==> config.mk <==
export PLATFORM = sky130hd
export DESIGN_NAME = wb_gpio_btn_led
export DESIGN_NICKNAME = d
export VERILOG_FILES = /design/src/rtl/wb_gpio_btn_led_pkg.sv /design/src/rtl/wb_gpio_btn_led_btn_debounce.sv /design/src/rtl/wb_gpio_btn_led.sv
export SDC_FILE = /design/constraint.sdc
export NUM_CORES = 1
export LEC_CHECK = 0
export ABC_AREA = 1
export CORE_MARGIN = 3
export CORE_UTILIZATION = 35
export CTS_CLUSTER_DIAMETER = 200
export DETAILED_ROUTE_END_ITERATION = 16
export HOLD_SLACK_MARGIN = 0.15
export PLACE_DENSITY = 0.58
export SLEW_MARGIN = 15
export SYNTH_ARGS = -nofsm -noshare
export SYNTH_HDL_FRONTEND = slang
export SYNTH_SLANG_ARGS = --single-unit
==> constraint.sdc <==
create_clock -name wb_clk_i -period 6.95 [get_ports wb_clk_i]
set_input_delay 1.39 -clock wb_clk_i [delete_from_list [all_inputs] [get_ports wb_clk_i]]
set_output_delay 1.39 -clock wb_clk_i [all_outputs]
set_load 0.005 [all_outputs]
==> src/rtl/wb_gpio_btn_led_pkg.sv <==
// Shared constants for the Wishbone button/LED GPIO block: register map,
// parameter defaults, debounce limit reset value and byte-lane helpers.
package wb_gpio_btn_led_pkg;

  localparam int          N_BTN_DEF     = 3;
  localparam int          N_LED_DEF     = 8;
  localparam int          DEB_W_DEF     = 16;
  localparam int          PWM_W_DEF     = 8;
  localparam logic [31:0] BASE_ADDR_DEF = 32'h3000_0000;

  localparam int unsigned DEB_LIM_RST   = 1000;

  localparam logic [2:0] REG_LED_OUT   = 3'd0;
  localparam logic [2:0] REG_LED_OEB   = 3'd1;
  localparam logic [2:0] REG_LED_MODE  = 3'd2;
  localparam logic [2:0] REG_PWM_DUTY  = 3'd3;
  localparam logic [2:0] REG_BTN_STATE = 3'd4;
  localparam logic [2:0] REG_IRQ_EN    = 3'd5;
  localparam logic [2:0] REG_IRQ_PEND  = 3'd6;
  localparam logic [2:0] REG_DEB_LIM   = 3'd7;

  // Expand a 4-bit byte select into a 32-bit bit mask.
  function automatic logic [31:0] byte_mask(input logic [3:0] sel);
    return {{8{sel[3]}}, {8{sel[2]}}, {8{sel[1]}}, {8{sel[0]}}};
  endfunction

  // Replace only the selected byte lanes of cur with wdat.
  function automatic logic [31:0] lane_merge(input logic [31:0] cur,
                                             input logic [31:0] wdat,
                                             input logic [3:0]  sel);
    return (cur & ~byte_mask(sel)) | (wdat & byte_mask(sel));
  endfunction

endpackage

==> src/rtl/wb_gpio_btn_led_btn_debounce.sv <==
// One button channel: two-flop synchroniser followed by a counting debouncer.
// rise is asserted in the cycle whose closing edge makes stable go 0 -> 1,
// so anything latching on rise updates on the same edge as stable.
module btn_debounce
  import wb_gpio_btn_led_pkg::*;
#(
  parameter int DEB_W = DEB_W_DEF
) (
  input  logic             clk,
  input  logic             rst,
  input  logic             btn,
  input  logic [DEB_W-1:0] deb_lim,
  output logic             stable,
  output logic             rise
);

  logic             sync_1;
  logic             sync_2;
  logic [DEB_W-1:0] cnt;
  logic             at_lim;

  // >= rather than == keeps the counter bounded if the limit is lowered mid-count
  assign at_lim = (cnt >= deb_lim);
  assign rise   = sync_2 & ~stable & at_lim;

  // Bring the asynchronous button level into the clock domain
  always_ff @(posedge clk or posedge rst) begin
    if (rst) begin
      sync_1 <= 1'b0;
      sync_2 <= 1'b0;
    end else begin
      sync_1 <= btn;
      sync_2 <= sync_1;
    end
  end

  // Count consecutive mismatch cycles; accept the new level once the limit is reached
  always_ff @(posedge clk or posedge rst) begin
    if (rst) begin
      cnt    <= '0;
      stable <= 1'b0;
    end else if (sync_2 == stable) begin
      cnt <= '0;
    end else if (at_lim) begin
      cnt    <= '0;
      stable <= sync_2;
    end else begin
      cnt <= cnt + DEB_W'(1);
    end
  end

endmodule

==> src/rtl/wb_gpio_btn_led.sv <==
// Wishbone classic slave with debounced buttons, interrupt-on-press and
// LED outputs that can be driven statically or through a shared PWM.
module wb_gpio_btn_led
  import wb_gpio_btn_led_pkg::*;
#(
  parameter int          N_BTN     = N_BTN_DEF,
  parameter int          N_LED     = N_LED_DEF,
  parameter int          DEB_W     = DEB_W_DEF,
  parameter int          PWM_W     = PWM_W_DEF,
  parameter logic [31:0] BASE_ADDR = BASE_ADDR_DEF
) (
  input  logic             wb_clk_i,
  input  logic             wb_rst_i,
  input  logic             wbs_cyc_i,
  input  logic             wbs_stb_i,
  input  logic             wbs_we_i,
  input  logic [3:0]       wbs_sel_i,
  input  logic [31:0]      wbs_adr_i,
  input  logic [31:0]      wbs_dat_i,
  output logic             wbs_ack_o,
  output logic [31:0]      wbs_dat_o,
  input  logic [N_BTN-1:0] buttons,
  output logic [N_LED-1:0] leds,
  output logic [N_LED-1:0] led_enb,
  output logic             irq
);

  localparam logic [DEB_W-1:0] DEB_LIM_INIT = DEB_W'(DEB_LIM_RST);

  logic             sel_hit;
  logic             wr_en;
  logic             ack;
  logic [2:0]       reg_idx;
  logic [31:0]      rd_val;
  logic [31:0]      wr_merged;
  logic [31:0]      w1c_mask;
  logic [N_LED-1:0] led_out;
  logic [N_LED-1:0] led_oeb;
  logic [N_LED-1:0] led_mode;
  logic [PWM_W-1:0] pwm_duty;
  logic [PWM_W-1:0] pwm_cnt;
  logic             pwm_on;
  logic [N_BTN-1:0] irq_en;
  logic [N_BTN-1:0] irq_pend;
  logic [N_BTN-1:0] pend_clr;
  logic [N_BTN-1:0] btn_stable;
  logic [N_BTN-1:0] btn_rise;
  logic [DEB_W-1:0] deb_lim;
  logic             unused_bits;

  assign sel_hit   = wbs_cyc_i & wbs_stb_i & (wbs_adr_i[31:5] == BASE_ADDR[31:5]);
  assign reg_idx   = wbs_adr_i[4:2];
  // Commit happens in the cycle ack is high, so an aborted cycle never writes
  assign wr_en     = sel_hit & wbs_we_i & ack;
  assign wbs_ack_o = ack;

  // Partial-lane writes keep the untouched lanes of the current register value
  assign wr_merged = lane_merge(rd_val, wbs_dat_i, wbs_sel_i);
  assign w1c_mask  = wbs_dat_i & byte_mask(wbs_sel_i);
  assign pend_clr  = (wr_en && reg_idx == REG_IRQ_PEND) ? w1c_mask[N_BTN-1:0] : '0;
  assign pwm_on    = (pwm_cnt < pwm_duty);

  assign unused_bits = ^{wbs_adr_i[1:0], wr_merged, w1c_mask};

  for (genvar i = 0; i < N_BTN; i++) begin : g_btn
    btn_debounce #(.DEB_W(DEB_W)) u_deb (
      .clk     (wb_clk_i),
      .rst     (wb_rst_i),
      .btn     (buttons[i]),
      .deb_lim (deb_lim),
      .stable  (btn_stable[i]),
      .rise    (btn_rise[i])
    );
  end

  // Read mux over the full 8-entry window, zero-extended
  always_comb begin
    rd_val = '0;
    case (reg_idx)
      REG_LED_OUT:   rd_val = 32'(led_out);
      REG_LED_OEB:   rd_val = 32'(led_oeb);
      REG_LED_MODE:  rd_val = 32'(led_mode);
      REG_PWM_DUTY:  rd_val = 32'(pwm_duty);
      REG_BTN_STATE: rd_val = 32'(btn_stable);
      REG_IRQ_EN:    rd_val = 32'(irq_en);
      REG_IRQ_PEND:  rd_val = 32'(irq_pend);
      REG_DEB_LIM:   rd_val = 32'(deb_lim);
      default:       rd_val = '0;
    endcase
  end

  // Bus response: one-cycle ack pulse with read data captured alongside it
  always_ff @(posedge wb_clk_i or posedge wb_rst_i) begin
    if (wb_rst_i) begin
      ack       <= 1'b0;
      wbs_dat_o <= '0;
    end else begin
      ack       <= sel_hit & ~ack;
      wbs_dat_o <= (sel_hit & ~ack) ? rd_val : '0;
    end
  end

  // Configuration registers written on the ack cycle
  always_ff @(posedge wb_clk_i or posedge wb_rst_i) begin
    if (wb_rst_i) begin
      led_out  <= '0;
      led_oeb  <= '1;
      led_mode <= '0;
      pwm_duty <= '0;
      irq_en   <= '0;
      deb_lim  <= DEB_LIM_INIT;
    end else if (wr_en) begin
      case (reg_idx)
        REG_LED_OUT:  led_out  <= wr_merged[N_LED-1:0];
        REG_LED_OEB:  led_oeb  <= wr_merged[N_LED-1:0];
        REG_LED_MODE: led_mode <= wr_merged[N_LED-1:0];
        REG_PWM_DUTY: pwm_duty <= wr_merged[PWM_W-1:0];
        REG_IRQ_EN:   irq_en   <= wr_merged[N_BTN-1:0];
        REG_DEB_LIM:  deb_lim  <= wr_merged[DEB_W-1:0];
        default:      ;
      endcase
    end
  end

  // Pending bits latch on press regardless of enable; a new press beats a clear
  always_ff @(posedge wb_clk_i or posedge wb_rst_i) begin
    if (wb_rst_i) begin
      irq_pend <= '0;
      irq      <= 1'b0;
    end else begin
      irq_pend <= (irq_pend & ~pend_clr) | btn_rise;
      irq      <= |(irq_pend & irq_en);
    end
  end

  // Free-running PWM and registered LED / output-enable drive
  always_ff @(posedge wb_clk_i or posedge wb_rst_i) begin
    if (wb_rst_i) begin
      pwm_cnt <= '0;
      leds    <= '0;
      led_enb <= '1;
    end else begin
      pwm_cnt <= pwm_cnt + PWM_W'(1);
      leds    <= led_out & (~led_mode | {N_LED{pwm_on}});
      led_enb <= led_oeb;
    end
  end

endmodule

==> reports/summary.txt, run 1 <==
Max stage delay on crit path -> 740 ps
clock sinks -> 153
leading area contributor after synthesis -> dfrtp_1
Synthesis Warnings -> 0
Reg power frac -> 46.7%
Hold Worst Slack -> 348.2 ps
Highest Clock Rate -> 288.5 MHz
layout cell share with drive strength beyond 1 -> 7.381%
Power Total -> 1949 uW
Clock Tree Root -> clkbuf_16
port bufs -> 89
Post-Route WL -> 18.97 mm
die height -> 159.2 um
Mapped Cells -> 1,003
Antenna Cells -> 0
CP Depth -> 7
GRT overflow -> 0
Final #Nets -> 1,236
Clk pin slew, worst setup/hold paths -> 60 ps
worst vdd ir -> 0.1092 mV
vias in the first global route -> 6,303
top-area cell type share of the netlist area -> 39.89%
number of distinct library cells after synthesis -> 38
Power Density -> 195.6 mW/mm^2
RSZ-0062 raised after global routing -> false
Worst EP required -> 7320 ps
cell breakdown of the critical path -> clkdlybuf4s50_1 > nand3_2 > inv_1 > nand3_2 > inv_1 > nand2_1 > nand2_1
mapped cell area -> 0.008218 mm^2
DR iter-0 viols -> 356
initial antenna violation count -> 0
final RePlAce weighted congestion -> 0.8298
routed vias -> 6,610
global-route wire length before repair -> 31.48 mm
Top FF cell, synth -> dfrtp_1
Filler Cell Count -> 2,289
Ports -> 126
Gate power share -> 6.5%
Seq/Total Area, Yosys -> 46.92%
CP endpoint kind -> flop
Final setup viols -> 0
crit path max-delay cell type -> clkdlybuf4s50_1
Worst setup SP type -> primary input
leakage -> 0.004768 uW
hold-critical path depth -> 0
switch share -> 25.92%
CTS Buf Count -> 17
WL/cell -> 13.32 um
reg2reg path depth -> 9
GR Util All Layers -> 15.32%
Final Cycle Share -> 49.87%
Slew Viols, Final -> 0
crit path DAT -> 3830 ps
Detailed Routing Iterations Pass 1 -> 5
H-tree levels -> 4
slew margin rel. -> 43.60%
row count -> 55
post-route ant nets -> 0
internal cell power -> 1444 uW
DRC -> 0
Synth Register Bits -> 153
hold_buf cts -> 0
largest net degree at the start of global routing -> 95
Post-CTS Resized -> 0
hpwl dp -> 14.15 mm
CP max FO -> 25
Die ar. -> 0.02535 mm^2
vias per cell -> 4.642
status -> complete, no violations
Worst Hold Class -> flop to flop
Synth async-reset ratio -> 100.0%
Area contributors post-synth -> dfrtp_1 (40%), nand2_1 (14%), ha_1 (9.4%)
Slew @ Worst Pin -> 846.0 ps
P&R area growth vs syn -> 21.22%
Post-synth EDFFs -> 0
Final Hold Viols -> 0
setup TNS -> 0 ps
critical path class -> primary input to flop
max_cap viols -> 0
dpl cell area -> 0.009392 mm^2
CORE AREA -> 0.02285 mm^2
Die W -> 159.2 um
Tmin final -> 3466 ps
Post-CTS Setup Bufs -> 0
sw power -> 505.2 uW
CTS max path bufs -> 2
clock share of power -> 46.8%
fin util -> 43.60%
clock skew -> 15.29 ps
insertion delay to the later sink of the worst-skew pair -> 440 ps
starting density of the core -> 35.97%
design area -> 0.009962 mm^2
delay-heaviest family, CP -> buffers and inverters
syn_area_per_cell -> 8.193 um^2
CTS tree -> done
worst path buffer plus inverter count -> 3
-- metrics by stage --
step,setup WS (ps),std cells
3_5_place_dp,3051,1392
6_report,3484,1424
5_1_grt,3280,1424
3_3_place_gp,3045,1392
2_1_floorplan,1475,1018
4_1_cts,3503,1424
-- cells in the final DEF (no fill, tap or decap), drive strengths merged --
| cell | n |
|---|---|
| xor2 | 24 |
| o21ai | 25 |
| dfstp | 22 |
| o22ai | 4 |
| dfrtp | 131 |
| clkinv | 2 |
| nand3b | 2 |
| ha | 62 |
| o31ai | 1 |
| nand4 | 19 |
| buf | 1 |
| a31oi | 2 |
| a21boi | 1 |
| nor3b | 1 |
| o21bai | 2 |
| a21oi | 42 |
| nor2 | 125 |
| a31o | 1 |
| nor3 | 24 |
| o21a | 4 |
| nand3 | 41 |
| xnor2 | 14 |
| inv | 119 |
| clkbuf | 18 |
| and3 | 1 |
| or2 | 1 |
| clkdlybuf4s50 | 89 |
| conb | 16 |
| nand2 | 316 |
| a211oi | 1 |
-- state kept, by name, summed over array words and instances (netlist names) --
signal              count
g_btn.u_deb.cnt        48
deb_lim                16
wbs_dat_o              16
led_enb                 8
led_mode                8
led_oeb                 8
led_out                 8
leds                    8
pwm_cnt                 8
pwm_duty                8
g_btn.u_deb.stable      3
g_btn.u_deb.sync_1      3
g_btn.u_deb.sync_2      3
irq_en                  3
irq_pend                3
irq                     1
wbs_ack_o               1
-- path summary, 6_finish.rpt --
check                                                     start                              end  slack, ps
worst max-delay path                               wbs_adr_i[3]           deb_lim[2]$_DFFE_PP0P_       3480
worst max register to register           deb_lim[9]$_DFFE_PP1P_  g_btn[0].u_deb.cnt[0]$_DFF_PP0_       4640
worst min register to register  g_btn[0].u_deb.sync_1$_DFF_PP0_  g_btn[0].u_deb.sync_2$_DFF_PP0_        350
min in group asynchronous                              wb_rst_i           wbs_dat_o[1]$_DFF_PP0_       1480
max in group asynchronous                              wb_rst_i  g_btn[1].u_deb.cnt[8]$_DFF_PP0_       4100
worst min-delay path            g_btn[0].u_deb.sync_1$_DFF_PP0_  g_btn[0].u_deb.sync_2$_DFF_PP0_        350
-- cell families after synthesis --
family | Yosys count | share of synthesized area [%]
flip-flops | 153 | 46.92
AO/OA/AOI/OAI | 83 | 5.557
other | 1 | 0.04563
adder cells (fa/ha/maj) | 62 | 9.440
XOR/XNOR | 38 | 4.050
AND/OR/NAND/NOR | 530 | 26.93
buffers and inverters | 136 | 7.049
-- power groups by stage --
stage	clock network [uW]	logic (uW)	registers, uW
after floorplan	0	78.0	922
after global placement	0	127	927
after detailed placement	0	129	928
after CTS	929	129	911
after global routing	971	146	911
final	912	126	911
-- cells in the mapped netlist (2+ instances only) --
master	instances
nand4_1	18
a31oi_1	2
nand3_2	6
xor2_1	24
clkbuf_1	6
ha_1	62
xnor2_1	14
inv_2	8
buf_2	7
o22ai_1	4
a21oi_1	42
o21ai_1	10
o21bai_1	2
o21a_1	4
o21ai_2	2
nor2_1	124
nor3_1	22
dfstp_2	22
inv_1	99
buf_4	16
nand3_1	35
o21ai_0	13
dfrtp_1	131
nand2_2	4
nand2_1	312
nand3b_1	2
-- layer usage --
metal  vias up  GRT usage [%]  routed length [um]  part of all wire [%]
li1       3357              -                   -                     -
met1      3068          21.81                9222                    49
met5         -              0                   0                     0
met3        23          3.668                1018                   5.4
met2       162          23.09                8421                    44
met4         0          4.855                 312                   1.6
-- layout make-up --
class                   count  area (um^2)  area share (%)
multi-input cells         729         3839           38.53
clock inverters            14        120.1           1.206
repair buffers             90        898.4           9.018
flip-flops and latches    153         3856           38.71
inverters                 107        406.6           4.082
clock buffers              18        450.4           4.521
well taps                 313        391.6           3.931
Power figures use the tool's default switching activity.
==> run 2, diff against run 1 <==
--- a/config.mk
+++ b/config.mk
@@ -11,7 +11,7 @@
 export CTS_CLUSTER_DIAMETER = 200
 export DETAILED_ROUTE_END_ITERATION = 16
 export HOLD_SLACK_MARGIN = 0.15
-export PLACE_DENSITY = 0.58
+export PLACE_DENSITY = 0.6
 export SLEW_MARGIN = 15
 export SYNTH_ARGS = -nofsm -noshare
 export SYNTH_HDL_FRONTEND = slang
==> constraint.sdc (replaced) <==
create_clock -name wb_clk_i -period 3.1 [get_ports wb_clk_i]
set_input_delay 0.62 -clock wb_clk_i [delete_from_list [all_inputs] [get_ports wb_clk_i]]
set_output_delay 0.62 -clock wb_clk_i [all_outputs]
set_load 0.005 [all_outputs]
==> run 2 against run 1 <==
Setup slack got worse by 2800 ps. Clock-buffer cell count rose by 3. Worst hold slack got worse by 0.73 ps. Sequential share of layout area fell by 0.42 points. Wire length rose by 0.76%. Core utilization rose by 0.48 points. Critical path depth rose by 2. Clock skew fell by 5.4 ps. Die area did not move. Register-to-register slack got worse by 3900 ps. Critical endpoint is now g_btn[0].u_deb.cnt[3]$_DFF_PP0_. Largest cell class unchanged. Largest power group unchanged.
==> reports/summary.txt, run 2 (synthesis results as in run 1) <==
status -> complete, no violations (unchanged)
row count -> 55 (unchanged)
CTS max path bufs -> 2 (unchanged)
design area -> 0.01007 mm^2 (was 0.009962 mm^2)
RSZ-0062 raised after global routing -> false (unchanged)
Ports -> 126 (unchanged)
Highest Clock Rate -> 420.6 MHz
gr busiest metal -> met2 (unchanged)
Power Density -> 441.7 mW/mm^2 (was 195.6 mW/mm^2)
GRT overflow -> 0 (unchanged)
post-route ant nets -> 0 (unchanged)
Slew Viols, Final -> 0 (unchanged)
port bufs -> 89 (unchanged)
worst hold start -> g_btn[1].u_deb.sync_1$_DFF_PP0_ (was g_btn[0].u_deb.sync_1$_DFF_PP0_)
Global Route met2 Usage -> 23.71% (was 23.09%)
Post-CTS Setup Bufs -> 0 (unchanged)
Filler Cell Count -> 2,274 (was 2,289)
vias in the first global route -> 6,403 (was 6,303)
vias per cell -> 4.640 (was 4.642)
Die ar. -> 0.02535 mm^2 (unchanged)
largest net degree at the start of global routing -> 51 (was 95)
DR iter-0 viols -> 318 (was 356)
insertion delay to the later sink of the worst-skew pair -> 430 ps (was 440 ps)
hpwl dp -> 14.20 mm (was 14.15 mm)
CP endpoint kind -> flop (unchanged)
WL/cell -> 13.38 um (was 13.32 um)
global-route wire length before repair -> 32.15 mm (was 31.48 mm)
slew margin rel. -> 50.92% (was 43.60%)
Worst Hold Class -> flop to flop (unchanged)
Die W -> 159.2 um (unchanged)
leakage -> 0.004816 uW (was 0.004768 uW)
Largest regs -> g_btn.u_deb.cnt (48), deb_lim (16), wbs_dat_o (16) (unchanged)
CORE AREA -> 0.02285 mm^2 (unchanged)
Final setup viols -> 0 (unchanged)
Final #Nets -> 1,241 (was 1,236)
GR Util met3 -> 3.408% (was 3.668%)
commonest non-fill, non-tap cell in the layout -> nand2_1 (unchanged)
CP max FO -> 16 (was 25)
Largest Register -> g_btn.u_deb.cnt (unchanged)
Detailed Routing Iterations Pass 1 -> 6 (was 5)
worst vdd ir -> 0.2309 mV (was 0.1092 mV)
die height -> 159.2 um (unchanged)
Post-CTS Resized -> 0 (unchanged)
Post-Route WL -> 19.12 mm (was 18.97 mm)
Worst setup SP type -> flop (was primary input)
critical path class -> flop to flop (was primary input to flop)
initial antenna violation count -> 0 (unchanged)
CTS tree -> done (unchanged)
Hold Worst Slack -> 347.5 ps (was 348.2 ps)
GR Util All Layers -> 15.56% (was 15.32%)
Final Cycle Share -> 76.70%
P&R area growth vs syn -> 22.55% (was 21.22%)
Final Hold Viols -> 0 (unchanged)
max reg flops -> 48 (unchanged)
Reg-to-Reg Start -> deb_lim[9]$_DFFE_PP1P_ (unchanged)
H-tree levels -> 4 (unchanged)
most frequent cells in the layout -> nand2_1 (312), dfrtp_1 (131), nor2_1 (124), inv_1 (98), clkdlybuf4s50_1 (89) (unchanged)
starting density of the core -> 35.97% (unchanged)
met1 GRT Util -> 22.32% (was 21.81%)
crit path from -> deb_lim[9]$_DFFE_PP1P_ (was wbs_adr_i[3])
clock sinks -> 153 (unchanged)
Clk pin slew, worst setup/hold paths -> 60 ps (about the same)
dpl cell area -> 0.009465 mm^2 (was 0.009392 mm^2)
layout cell share with drive strength beyond 1 -> 7.796% (was 7.381%)
final RePlAce weighted congestion -> 0.8255 (was 0.8298)
clock skew -> 9.931 ps (was 15.29 ps)
Antenna Cells -> 0 (unchanged)
Tmin final -> 2378 ps
Slew @ Worst Pin -> 731.3 ps (was 846.0 ps)
max_cap viols -> 0 (unchanged)
Power Total -> 4449 uW (was 1949 uW)
hold_buf cts -> 0 (unchanged)
crit path DAT -> 2720 ps (was 3830 ps)
setup TNS -> 0 ps (unchanged)
routed vias -> 6,630 (was 6,610)
DRC -> 0 (unchanged)
CTS Buf Count -> 17 (unchanged)
Worst EP required -> 3440 ps (was 7320 ps)
Clock Tree Root -> clkbuf_16 (unchanged)
[run 2: cell types whose count changed in the layout (fill, tap and decap cells not counted)]
cell        previous run  this run
buf_12                 0         3
buf_4                  1         3
clkbuf_16             18        20
clkbuf_8               0         1
clkinv_4               2         1
clkinvlp_4             0         1
inv_4                  4         3
inv_8                  3         1
[run 2: per-layer routing]
metal,part of all wire (%),up-vias,wire (um)
met3,4.8,26,925
met4,1.5,0,290
met5,0,-,0
met2,44,151,8334
met1,50,3082,9569
li1,-,3371,-
[run 2: critical path, stage by stage (launching register included)]
cell	delay (ps)
dfstp_2	530
inv_1	130
ha_1	340
nand2_1	70
inv_1	30
o21bai_1	130
a21oi_1	90
nor2_1	180
nand3_1	530
nor2_1	270
[run 2: stage by stage]
| step | setup slack, ps | util [%] | std cells |
|---|---|---|---|
| global placement | 504.1 | 41.43 | 1397 |
| finish | 722.4 | 44.08 | 1429 |
| detailed placement | 446.9 | 41.43 | 1397 |
| floorplan | 567.0 | - | 1018 |
| CTS | 691.2 | 44.08 | 1429 |
| global route | 419.9 | 44.08 | 1429 |
[run 2: cell type report]
class,count,area [um^2],area share (%)
Clock buffer,21,514.2,5.106
Multi-Input combinational cell,729,3839,38.12
Timing Repair Buffer,95,973.4,9.666
Sequential cell,153,3856,38.29
Clock inverter,11,91.34,0.9069
Inverter,107,405.4,4.025
Tap cell,313,391.6,3.889
[run 2: power by group]
part | internal [uW] | leakage, uW | switching, uW
clock network | 1210 | 0.000304 | 898
logic | 119 | 0.00250 | 175
registers | 2020 | 0.00201 | 20.3
[run 2: path summary, 6_finish.rpt]
kind                                                      to  slack [ps]  cells past startpoint
min                          g_btn[1].u_deb.sync_2$_DFF_PP0_         350                      0
max                          g_btn[0].u_deb.cnt[3]$_DFF_PP0_         720                      9
min reg2reg                  g_btn[1].u_deb.sync_2$_DFF_PP0_         350                      0
max in group asynchronous             deb_lim[9]$_DFFE_PP1P_        1750                      3
min in group asynchronous  g_btn[2].u_deb.stable$_DFFE_PP0P_         630                      2
max reg2reg                  g_btn[0].u_deb.cnt[3]$_DFF_PP0_         720                      9
==> run 3, diff against run 2 <==
--- a/config.mk
+++ b/config.mk
@@ -11,7 +11,7 @@
 export CTS_CLUSTER_DIAMETER = 200
 export DETAILED_ROUTE_END_ITERATION = 16
 export HOLD_SLACK_MARGIN = 0.15
-export PLACE_DENSITY = 0.6
+export PLACE_DENSITY = 0.58
 export SLEW_MARGIN = 15
 export SYNTH_ARGS = -nofsm -noshare
 export SYNTH_HDL_FRONTEND = slang
==> constraint.sdc (replaced) <==
create_clock -name wb_clk_i -period 2.3 [get_ports wb_clk_i]
set_input_delay 0.46 -clock wb_clk_i [delete_from_list [all_inputs] [get_ports wb_clk_i]]
set_output_delay 0.46 -clock wb_clk_i [all_outputs]
set_load 0.005 [all_outputs]
==> run 3 against run 2 <==
Cell area up 2.7%. Clock-buffer cell count down 3. Sequential share of layout area down 1.0 points. Worst hold slack better by 4.9 ps. Critical path type unchanged. Highest routed layer unchanged.
==> reports/summary.txt, run 3 (synthesis results as in run 1) <==
status -> complete, no violations (unchanged)
internal cell power -> 4401 uW (was 3355 uW)
Hold Path Sink -> g_btn[1].u_deb.sync_2$_DFF_PP0_ (unchanged)
RSZ-0062 raised after global routing -> false (unchanged)
max reg flops -> 48 (unchanged)
global-route wire length before repair -> 32.50 mm (was 32.15 mm)
Detailed Routing Iterations Pass 1 -> 5 (was 6)
Gate power share -> 7.3% (was 6.6%)
H-tree levels -> 4 (unchanged)
placed insts -> 1,435 (was 1,397)
fin util -> 45.27% (was 44.08%)
vias per cell -> 4.569 (was 4.640)
Filler Cell Count -> 2,279 (was 2,274)
clock skew -> 10.55 ps (was 9.931 ps)
Post-CTS Setup Bufs -> 0 (unchanged)
Reg-to-Reg Start -> deb_lim[9]$_DFFE_PP1P_ (unchanged)
starting density of the core -> 35.97% (unchanged)
Antenna Cells -> 0 (unchanged)
max_cap viols -> 0 (unchanged)
Final Cycle Share -> 88.00% (was 76.70%)
Multi-input gate area -> 0.003844 mm^2 (was 0.003839 mm^2)
Tmin final -> 2024 ps (was 2378 ps)
hpwl dp -> 14.81 mm (was 14.20 mm)
reg2reg path depth -> 10 (was 9)
hold-critical path depth -> 0 (unchanged)
slew margin rel. -> 64.06% (was 50.92%)
critical path class -> flop to flop (unchanged)
DR iter-0 viols -> 300 (was 318)
Power Density -> 572.6 mW/mm^2 (was 441.7 mW/mm^2)
CTS tree -> done (unchanged)
Metal-1 WL -> 9.630 mm (was 9.569 mm)
Reg2Reg Setup Slack -> 280 ps (was 720 ps)
commonest non-fill, non-tap cell in the layout -> nand2_1 (unchanged)
worst vdd ir -> 0.3446 mV (was 0.2309 mV)
worst hold start -> g_btn[1].u_deb.sync_1$_DFF_PP0_ (unchanged)
Largest Register -> g_btn.u_deb.cnt (unchanged)
storage element area -> 0.003856 mm^2 (unchanged)
sw power -> 1521 uW (was 1094 uW)
initial antenna violation count -> 0 (unchanged)
Die W -> 159.2 um (unchanged)
routed vias -> 6,702 (was 6,630)
Routed met3 length -> 814 um (was 925 um)
Hold Worst Slack -> 352.4 ps (was 347.5 ps)
Clock Tree Root -> clkbuf_16 (unchanged)
Ports -> 126 (unchanged)
P&R area growth vs syn -> 25.85% (was 22.55%)
port bufs -> 89 (unchanged)
CORE AREA -> 0.02285 mm^2 (unchanged)
GR Util All Layers -> 15.64% (was 15.56%)
CTS Buf Count -> 17 (unchanged)
Final Hold Viols -> 0 (unchanged)
GRT overflow -> 0 (unchanged)
DR WL met2 -> 8.665 mm (was 8.334 mm)
Worst setup SP type -> flop (unchanged)
top routing layer used -> met4 (unchanged)
Power Total -> 5922 uW (was 4449 uW)
most frequent cells in the layout -> nand2_1 (312), dfrtp_1 (131), nor2_1 (124), inv_1 (98), clkdlybuf4s50_1 (89) (unchanged)
insertion delay to the later sink of the worst-skew pair -> 430 ps (about the same)
clock sinks -> 153 (unchanged)
reg-to-reg endpoint -> g_btn[2].u_deb.cnt[15]$_DFF_PP0_ (was g_btn[0].u_deb.cnt[3]$_DFF_PP0_)
clock share of power -> 46.3% (was 47.5%)
Post-Route WL -> 19.34 mm (was 19.12 mm)
CP max FO -> 6 (was 16)
Reg power frac -> 46.5% (was 45.9%)
Clk pin slew, worst setup/hold paths -> 70 ps (was 60 ps)
layout cell share with drive strength beyond 1 -> 10.92% (was 7.796%)
Final #Nets -> 1,279 (was 1,241)
Die ar. -> 0.02535 mm^2 (unchanged)
WL/cell -> 13.19 um (was 13.38 um)
Worst EP required -> 2660 ps (was 3440 ps)
Slew Viols, Final -> 0 (unchanged)
die height -> 159.2 um (unchanged)
Worst Hold Class -> flop to flop (unchanged)
final std cells w/o fill -> 1,467 (was 1,429)
CTS max path bufs -> 2 (unchanged)
crit path DAT -> 2380 ps (was 2720 ps)
setup TNS -> 0 ps (unchanged)
final RePlAce weighted congestion -> 0.8061 (was 0.8255)
switch share -> 25.68% (was 24.59%)
row count -> 55 (unchanged)
leakage -> 0.004980 uW (was 0.004816 uW)
Highest Clock Rate -> 494.1 MHz (was 420.6 MHz)
vias in the first global route -> 6,510 (was 6,403)
DRC -> 0 (unchanged)
post-route ant nets -> 0 (unchanged)
Slew @ Worst Pin -> 537.4 ps (was 731.3 ps)
CP endpoint kind -> flop (unchanged)
Final setup viols -> 0 (unchanged)
largest net degree at the start of global routing -> 44 (was 51)
Largest regs -> g_btn.u_deb.cnt (48), deb_lim (16), wbs_dat_o (16) (unchanged)
## run 3: cell types whose count changed in the layout (fill, tap and decap cells not counted), moves of 2 or more
cell	delta
clkbuf_16	-2
buf_4	+37
inv_8	+4
inv_6	-3
## run 3: critical path: stages (launching register included)
cell,delay (ps)
dfstp_2,530
inv_1,120
ha_1,340
nand2_1,70
inv_1,30
o21ai_0,130
a21oi_1,80
nor2_1,180
nand3_2,180
buf_4,200
nor2_1,100
## run 3: area by class of cell
type	instances	area share (%)
clock buffer	18	4.355
timing repair buffer	133	12.29
tap	313	3.787
multi-input combinational	729	37.16
sequential	153	37.29
inverter	107	3.920
clock inverter	14	1.198
## run 3: worst max path at each step
stage,startpoint,end,slack (ps),cells after the start
2_1_floorplan,wb_rst_i,deb_lim[0]$_DFFE_PP0P_,-70,1
3_3_place_gp,wbs_adr_i[3],led_out[7]$_DFFE_PP0P_,-20,13
3_5_place_dp,wbs_adr_i[3],led_out[7]$_DFFE_PP0P_,-20,13
4_1_cts,deb_lim[9]$_DFFE_PP1P_,g_btn[2].u_deb.cnt[14]$_DFF_PP0_,180,10
5_1_grt,deb_lim[9]$_DFFE_PP1P_,g_btn[1].u_deb.cnt[14]$_DFF_PP0_,60,10
6_report,deb_lim[9]$_DFFE_PP1P_,g_btn[2].u_deb.cnt[15]$_DFF_PP0_,280,10
## run 3: repair_timing
action | CTS | global route
hold buffers | 0 | 0
gates resized for setup | 0 | 1
setup endpoints to repair | 0 | 5
## run 3: routing by layer
| layer | vias to the layer above | global-route usage, % |
|---|---|---|
| met4 | 0 | 4.298 |
| met5 | - | 0 |
| li1 | 3451 | - |
| met2 | 136 | 24.79 |
| met1 | 3099 | 21.82 |
| met3 | 16 | 3.252 |
## run 3: power groups by stage
stage | clock (uW) | combinational [uW] | sequential, uW
floorplan | 0 | 236 | 2790
CTS | 2830 | 432 | 2750
detailed placement | 0 | 429 | 2800
finish | 2740 | 430 | 2750
global route | 2940 | 485 | 2750
global placement | 0 | 422 | 2800
## run 3: per-stage QoR
step / setup WS (ps) / cell area (um^2)
2_1_floorplan: -72.97 / 8278
3_3_place_gp: -24.94 / 9763
3_5_place_dp: -15.82 / 9763
4_1_cts: 178.5 / 10340
5_1_grt: 64.65 / 10340
6_report: 276.0 / 10340
